<file path="config.mk">
export PLATFORM = sky130hd
export DESIGN_NAME = alu_sequencer
export DESIGN_NICKNAME = d
export VERILOG_FILES = /design/src/rtl/alu_sequencer.sv
export SDC_FILE = /design/constraint.sdc
export NUM_CORES = 1
export LEC_CHECK = 0
export ABC_AREA = 1
export CORE_MARGIN = 2
export CORE_UTILIZATION = 30
export CTS_CLUSTER_SIZE = 25
export DETAILED_ROUTE_END_ITERATION = 10
export GPL_ROUTABILITY_DRIVEN = 0
export MAX_ROUTING_LAYER = met4
export PLACE_DENSITY = 0.62
export SLEW_MARGIN = 20
export SYNTH_ARGS = -nofsm -noshare
export SYNTH_HDL_FRONTEND = slang
export SYNTH_SLANG_ARGS = --single-unit
</file>
<file path="constraint.sdc">
create_clock -name clk -period 4.9 [get_ports clk]
set_clock_uncertainty 0.1 [all_clocks]
set_input_delay 0.98 -clock clk [delete_from_list [all_inputs] [get_ports clk]]
set_output_delay 0.98 -clock clk [all_outputs]
set_load 0.05 [all_outputs]
</file>
<file path="src/rtl/alu_sequencer.sv">
// -----------------------------------------------------------------------------
// alu_sequencer
//
// Issues one micro-op at a time to an external combinational ALU, captures the
// result, optionally offers it for register writeback and maintains the
// architectural flags and a retired-instruction counter.
//
// Flow: IDLE (accept) -> EXEC (one cycle, ALU sampled) -> WB (until
// wb_ready) or straight back to IDLE when there is nothing to write back.
//
// Optional feature macro: ALU_SEQ_CONDEXEC_EN
//   defined   : req_cond is evaluated ARM-style against the flags at EXEC.
//   undefined : req_cond is ignored, every instruction executes (AL).
//
// Ports
//   clk, rst_n                 clock, asynchronous active-low reset
//   req_valid / req_ready      instruction handshake (ready only in IDLE)
//   req_op, req_lhs, req_rhs   micro-op (0..8 legal) and operands
//   req_rd, req_setflags       destination register, flag-update request
//   req_cond                   ARM condition code
//   alu_lhs, alu_rhs, alu_uop  operands/op to the ALU (uop is 0 outside EXEC)
//   alu_out, alu_flags         ALU result and flags [Z,C,N,V] = [3:0]
//   wb_valid / wb_ready        writeback handshake, wb_rd / wb_data payload
//   flags                      architectural flags [Z,C,N,V] = [3:0]
//   err                        high during EXEC of an illegal op (9..31)
//   retire_cnt                 wrapping 16-bit retired-instruction count
// -----------------------------------------------------------------------------
module alu_sequencer (
    input  logic        clk,
    input  logic        rst_n,
    input  logic        req_valid,
    output logic        req_ready,
    input  logic [4:0]  req_op,
    input  logic [31:0] req_lhs,
    input  logic [31:0] req_rhs,
    input  logic [3:0]  req_rd,
    input  logic        req_setflags,
    input  logic [3:0]  req_cond,
    output logic [31:0] alu_lhs,
    output logic [31:0] alu_rhs,
    output logic [4:0]  alu_uop,
    input  logic [31:0] alu_out,
    input  logic [3:0]  alu_flags,
    output logic        wb_valid,
    input  logic        wb_ready,
    output logic [3:0]  wb_rd,
    output logic [31:0] wb_data,
    output logic [3:0]  flags,
    output logic        err,
    output logic [15:0] retire_cnt
);

    localparam logic [4:0] OP_NOP = 5'd0;
    localparam logic [4:0] OP_CMP = 5'd5;
    localparam logic [4:0] OP_MOV = 5'd8;

    typedef enum logic [1:0] {
        IDLE = 2'd0,
        EXEC = 2'd1,
        WB   = 2'd2
    } state_t;

    state_t      state_reg, state_next;

    logic [31:0] lhs_reg, rhs_reg;
    logic [4:0]  op_reg;
    logic [3:0]  rd_reg;
    logic        setflags_reg;
    logic        wb_valid_reg;
    logic [3:0]  wb_rd_reg;
    logic [31:0] wb_data_reg;
    logic [3:0]  flags_reg;
    logic [15:0] retire_reg;

    logic        accept;
    logic        op_legal;
    logic        op_writes;
    logic        cond_pass;
    logic        do_wb;
    logic        do_flags;

    // Gated by rst_n so the sequencer never advertises readiness while held
    // in reset, yet is ready the moment reset is released.
    assign req_ready = rst_n && (state_reg == IDLE);
    assign accept    = req_valid && req_ready;

    assign op_legal  = (op_reg <= OP_MOV);
    // Ops that produce a register result: everything legal except NOP and CMP.
    assign op_writes = op_legal && (op_reg != OP_NOP) && (op_reg != OP_CMP);

`ifdef ALU_SEQ_CONDEXEC_EN
    logic [3:0] cond_reg;

    // Condition is checked against the committed flags at EXEC, so an
    // instruction issued right after a flag-setting one sees its result.
    always_comb begin
        logic z, c, n, v;
        z = flags_reg[3];
        c = flags_reg[2];
        n = flags_reg[1];
        v = flags_reg[0];
        cond_pass = 1'b0;
        case (cond_reg)
            4'h0: cond_pass = z;                  // EQ
            4'h1: cond_pass = !z;                 // NE
            4'h2: cond_pass = c;                  // CS
            4'h3: cond_pass = !c;                 // CC
            4'h4: cond_pass = n;                  // MI
            4'h5: cond_pass = !n;                 // PL
            4'h6: cond_pass = v;                  // VS
            4'h7: cond_pass = !v;                 // VC
            4'h8: cond_pass = c && !z;            // HI
            4'h9: cond_pass = !c || z;            // LS
            4'hA: cond_pass = (n == v);           // GE
            4'hB: cond_pass = (n != v);           // LT
            4'hC: cond_pass = !z && (n == v);     // GT
            4'hD: cond_pass = z || (n != v);      // LE
            4'hE: cond_pass = 1'b1;               // AL
            default: cond_pass = 1'b0;            // 1111: never
        endcase
    end

    always_ff @(posedge clk or negedge rst_n) begin
        if (!rst_n) begin
            cond_reg <= 4'h0;
        end else if (accept) begin
            cond_reg <= req_cond;
        end
    end
`else
    // req_cond is ignored: every instruction executes as AL.
    logic unused_cond;
    assign unused_cond = ^req_cond;
    assign cond_pass   = 1'b1;
`endif

    assign do_wb    = op_writes && cond_pass;
    // An illegal op never matches CMP or op_writes, so it cannot touch flags.
    assign do_flags = cond_pass && ((op_reg == OP_CMP) || (setflags_reg && op_writes));

    // ---------------------------------------------------------------- FSM
    always_ff @(posedge clk or negedge rst_n) begin
        if (!rst_n) begin
            state_reg <= IDLE;
        end else begin
            state_reg <= state_next;
        end
    end

    always_comb begin
        state_next = state_reg;
        case (state_reg)
            IDLE:    if (accept) state_next = EXEC;
            EXEC:    state_next = do_wb ? WB : IDLE;
            WB:      if (wb_ready) state_next = IDLE;
            default: state_next = IDLE;
        endcase
    end

    // ----------------------------------------------------------- datapath
    always_ff @(posedge clk or negedge rst_n) begin
        if (!rst_n) begin
            lhs_reg      <= 32'h0;
            rhs_reg      <= 32'h0;
            op_reg       <= 5'h0;
            rd_reg       <= 4'h0;
            setflags_reg <= 1'b0;
            wb_valid_reg <= 1'b0;
            wb_rd_reg    <= 4'h0;
            wb_data_reg  <= 32'h0;
            flags_reg    <= 4'h0;
            retire_reg   <= 16'h0;
        end else begin
            if (accept) begin
                lhs_reg      <= req_lhs;
                rhs_reg      <= req_rhs;
                op_reg       <= req_op;
                rd_reg       <= req_rd;
                setflags_reg <= req_setflags;
            end

            if (state_reg == EXEC) begin
                if (do_flags) begin
                    flags_reg <= alu_flags;
                end
                if (do_wb) begin
                    wb_valid_reg <= 1'b1;
                    wb_rd_reg    <= rd_reg;
                    wb_data_reg  <= alu_out;
                end else begin
                    // Retires here: NOP, CMP, condition-fail, illegal.
                    retire_reg <= retire_reg + 16'd1;
                end
            end

            if ((state_reg == WB) && wb_ready) begin
                wb_valid_reg <= 1'b0;
                retire_reg   <= retire_reg + 16'd1;
            end
        end
    end

    // ------------------------------------------------------------ outputs
    assign alu_lhs    = lhs_reg;
    assign alu_rhs    = rhs_reg;
    // The ALU only sees a real op during the single EXEC cycle.
    assign alu_uop    = (state_reg == EXEC) ? op_reg : OP_NOP;
    assign err        = (state_reg == EXEC) && !op_legal;
    assign wb_valid   = wb_valid_reg;
    assign wb_rd      = wb_rd_reg;
    assign wb_data    = wb_data_reg;
    assign flags      = flags_reg;
    assign retire_cnt = retire_reg;

endmodule

</file>
# Word level (Yosys, flattened, before mapping)
# Index checks and enable logic that the tools add are counted.
[word_totals] register_bits=133 in_bits=118 wordCells=49 out_inout_bits=128
[op_classes] n_reduce_logical=18 n_eq_ne=7 n_mux=11 order_cmp=1 add_sub_neg=1
[op_table] op="16-bit two-way mux" n=3
[op_table] op="16-bit by 1-bit adder with 16-bit output (second input constant)" n=1
[op_table] op="2-bit AND reduction" n=5
[op_table] op="1-bit logical AND" n=7
[op_table] op="2-bit two-way mux" n=3
[op_table] op="2-bit case mux with 3 select lines" n=1
[op_table] op="5-bit by 3-bit equality test with 1-bit output (second input constant)" n=1
[op_table] op="5-bit by 4-bit less-or-equal comparator with 1-bit output (second input constant)" n=1
[op_table] op="5-bit two-way mux" n=1
[op_table] op="5-bit by 3-bit inequality test with 1-bit output (second input constant)" n=1
[op_table] op="5-bit nonzero test" n=1
[op_table] op="2-bit inequality test (second input constant)" n=2
[op_table] op="2-bit nonzero test" n=2
[op_table] op="1-bit two-way mux" n=3
[op_table] op="2-bit by 1-bit equality test with 1-bit output (second input constant)" n=1
[op_table] op="2-bit equality test (second input constant)" n=1
[op_table] op="2-bit logical NOT" n=1
[op_table] op="2-bit by 1-bit inequality test with 1-bit output (second input constant)" n=1
[op_table] op="1-bit logical NOT" n=1
[op_table] op="1-bit logical OR" n=1

# Depth between registers and ports, before layout
[depth] word_depth=6 mapped_depth=11 mapped_depth_nobuf=9

# Worst setup path before layout
# Ideal clock, no wire load.
[synth_path] path_type="input to output" from="input rst_n" to="output req_ready" setup_slack_ns=2.161 arrival_ns=1.659 stages=1 required_ns=3.820 path_buffers=0 cell_sequence="nor3b_2"
[synth_via] elab_chain_len=1
[synth_lines] element="start, declared" line="30" rtl="input logic rst_n,"
[synth_lines] element="1-bit logical AND" line="84" rtl="assign req_ready = rst_n && (state_reg == IDLE);"
[synth_lines] element="end, declared" line="32" rtl="output logic req_ready,"
# Every way passes these cells.

# Worst setup path after layout
# Ends and elaborated chain as after synthesis.

==> impl_metrics.yaml <==
power:
  swShare: 0.439
  leakage_nw: 4.24
  p_per_area_nw_per_um2: 648
  power.switching_mw: 2.49
  power_frac_seq: 0.297
  comb_power_share: 0.462
  p_int_mw: 3.18
  peakVddDrop_mv: 0.323
  clkPwrFrac: 0.241
cells_and_area:
  multi_input_area_um2: 1970
  final_cell_mix: "403 x nand2_1, 240 x clkdlybuf4s50_1, 133 x dfrtp_1, 20 x nor2_1, 20 x nand3_1"
  post-route-util: 0.486
  area_growth_pct: 58.6
  regArea_um2: 3330
  drive_above_1_share: 0.0604
  fin_nets: 1016
  diodes: 0
  final_common_cell: "nand2_1"
  finalInstanceArea_um2: 8740
  fillers: 1718
sta:
  whs_ns: 0.351
  fmax_mhz: 274
  setup_viol: 0
  maxSlewViolCount: 0
  fin_crit_sh: 0.744
  layout_min_cycle_time_ns: 3.65
  finalHoldViolCount: 0
  rsz0062_at_grt: "no"
  tightest_slew_ns: 0.795
  tns_ns: 0
  relSlewSlack: 0.469
die:
  fp.dieW_um: 139
  rows: 49
  initial_core_util: 0.307
  core_um2: 18000
  io_pins: 246
  die_area_um2: 19500
  die_height_um: 139
worst_setup_path:
  worstPathArrival_ns: 2.57
  reg2reg_to: "alu_lhs[31]$_DFFE_PN0P_"
  worstRegToRegCells: 6
  crit_path_start_kind: "primary input"
  cp_slowest_stage_delay_ns: 0.89
  crit_start: "rst_n"
  criticalPathCategory: "in2out"
  cp-end-kind: "output pin"
  path_cells: "buf_6, nor3b_2, clkdlybuf4s50_1"
  rrSetupSlack_ns: 2.56
  r2r-start: "state_reg[1]$_DFFE_PN0P_"
  slowest_stage: "clkdlybuf4s50_1"
  cp_max_fo: 37
  required_ns: 3.82
placement:
  place_area_um2: 8100
  io_buffers: 241
  dp_hpwl_um: 10800
clock_network:
  cts-resized-gates: 0
  cts_buffer_depth: 2
  cts_tree: "done"
  cts-buffers-inserted: 17
  ctsRootBufferMaster: "clkbuf_16"
  clk_pin_slew_ns: 0.06
  holdBufCountCts: 0
  numClockSinks: 133
  cts-htree-levels: 4
  clock_latency_ns: 0.41
  post_cts_buffers: 0
drt:
  routed_wl_um: 15800
  drcViolationCount: 0
  viasPerCell: 4.29
  final_antenna_net_count: 0
  vias: 4892
  drtPass1Iterations: 4
  drt_iter0_drc: 192
  wl_per_cell_um: 13.8
synth:
  netlist_area_um2: 5510
  syn_inst: 657
  ys_seq_area_frac: 0.604
  synthesis.nets: 776
  yosysWarnings: 0
  ys_ff_latch: 133
  syn_area_per_cell_um2: 8.38
  ys_types: 23
global_routing:
  overflow: 0
  antenna_found_initial: 0
  grt_start_max_net_pins: 69
  grt_pass1_vias: 4774
  grt_usage: 0.171
  grt_pass1_wl_um: 25600
run_status:
  outcome: "finished clean"
min_path:
  worstHoldPathType: "in2async"
flow_run:
  max_cap_violations: 0
-- power groups by stage --
stage          clock network [mW]  logic, mW  registers, mW
3_5_place_dp                    0       2.65           1.69
2_1_floorplan                   0      0.494           2.87
6_report                     1.36       2.62           1.68
5_1_grt                      1.45       2.77           1.73
3_3_place_gp                    0       2.63           1.68
4_1_cts                      1.40       2.65           1.68
-- how the worst max path moves through the flow --
stage | depth (start not counted) | slack (ns) | to
CTS | 3 | 1.20 | req_ready
global route | 3 | 1.16 | req_ready
finish | 3 | 1.25 | req_ready
detailed placement | 3 | 1.20 | req_ready
floorplan | 1 | 2.16 | req_ready
global placement | 3 | 1.21 | req_ready
-- critical path: cells and delay by family --
kind / cells / cell delay, ns
buf+inv: 2 / 1.17
simple gates: 1 / 0.39
-- cells by family after synthesis --
group | share of synthesized area
flops | 0.604
buf+inv | 0.0384
fa+ha+maj | 0.00227
compound gates | 0.0105
xor+xnor | 0.0143
simple gates | 0.330
-- metrics by stage --
stage	setup WS (ns)	power, mW	instances
floorplan	2.16	3.36	657
global placement	1.21	4.32	1107
detailed placement	1.20	4.33	1107
CTS	1.20	5.73	1139
global route	1.16	5.96	1139
finish	1.25	5.66	1139
-- synthesized netlist by cell type --
cell | number | share of area
buf_2 | 16 | 0.015
buf_4 | 1 | 0.0014
buf_6 | 3 | 0.0061
clkbuf_1 | 4 | 0.0027
dfrtp_1 | 133 | 0.60
ha_1 | 1 | 0.0023
inv_1 | 12 | 0.0082
inv_2 | 8 | 0.0055
nand2_1 | 404 | 0.28
nand2_2 | 3 | 0.0034
nand3_1 | 20 | 0.018
nand4_1 | 4 | 0.0045
nor2_1 | 20 | 0.014
nor2_2 | 1 | 0.0011
nor2_4 | 3 | 0.0061
nor2_8 | 1 | 0.0036
nor3_1 | 2 | 0.0018
nor3b_2 | 1 | 0.0023
o21ai_0 | 8 | 0.0073
o21ai_1 | 2 | 0.0018
o21bai_1 | 1 | 0.0014
xnor2_1 | 5 | 0.0080
xor2_1 | 4 | 0.0064
-- layout make-up --
type | instances | share of cell area
multi-input cells | 480 | 0.225
repair buffers | 245 | 0.280
inverters | 20 | 0.00859
flip-flops and latches | 133 | 0.381
well taps | 229 | 0.0328
clock inverters | 13 | 0.0206
clock buffers | 19 | 0.0518
-- routing by layer --
| metal | routed length [um] | track usage | vias up |
|---|---|---|---|
| met2 | 7010 | 0.253 | 183 |
| met1 | 7300 | 0.226 | 2209 |
| met4 | 251 | 0.0564 | 0 |
| li1 | - | - | 2481 |
| met5 | 0 | - | - |
| met3 | 1200 | 0.0506 | 19 |
(Power assumes the default switching activity.)
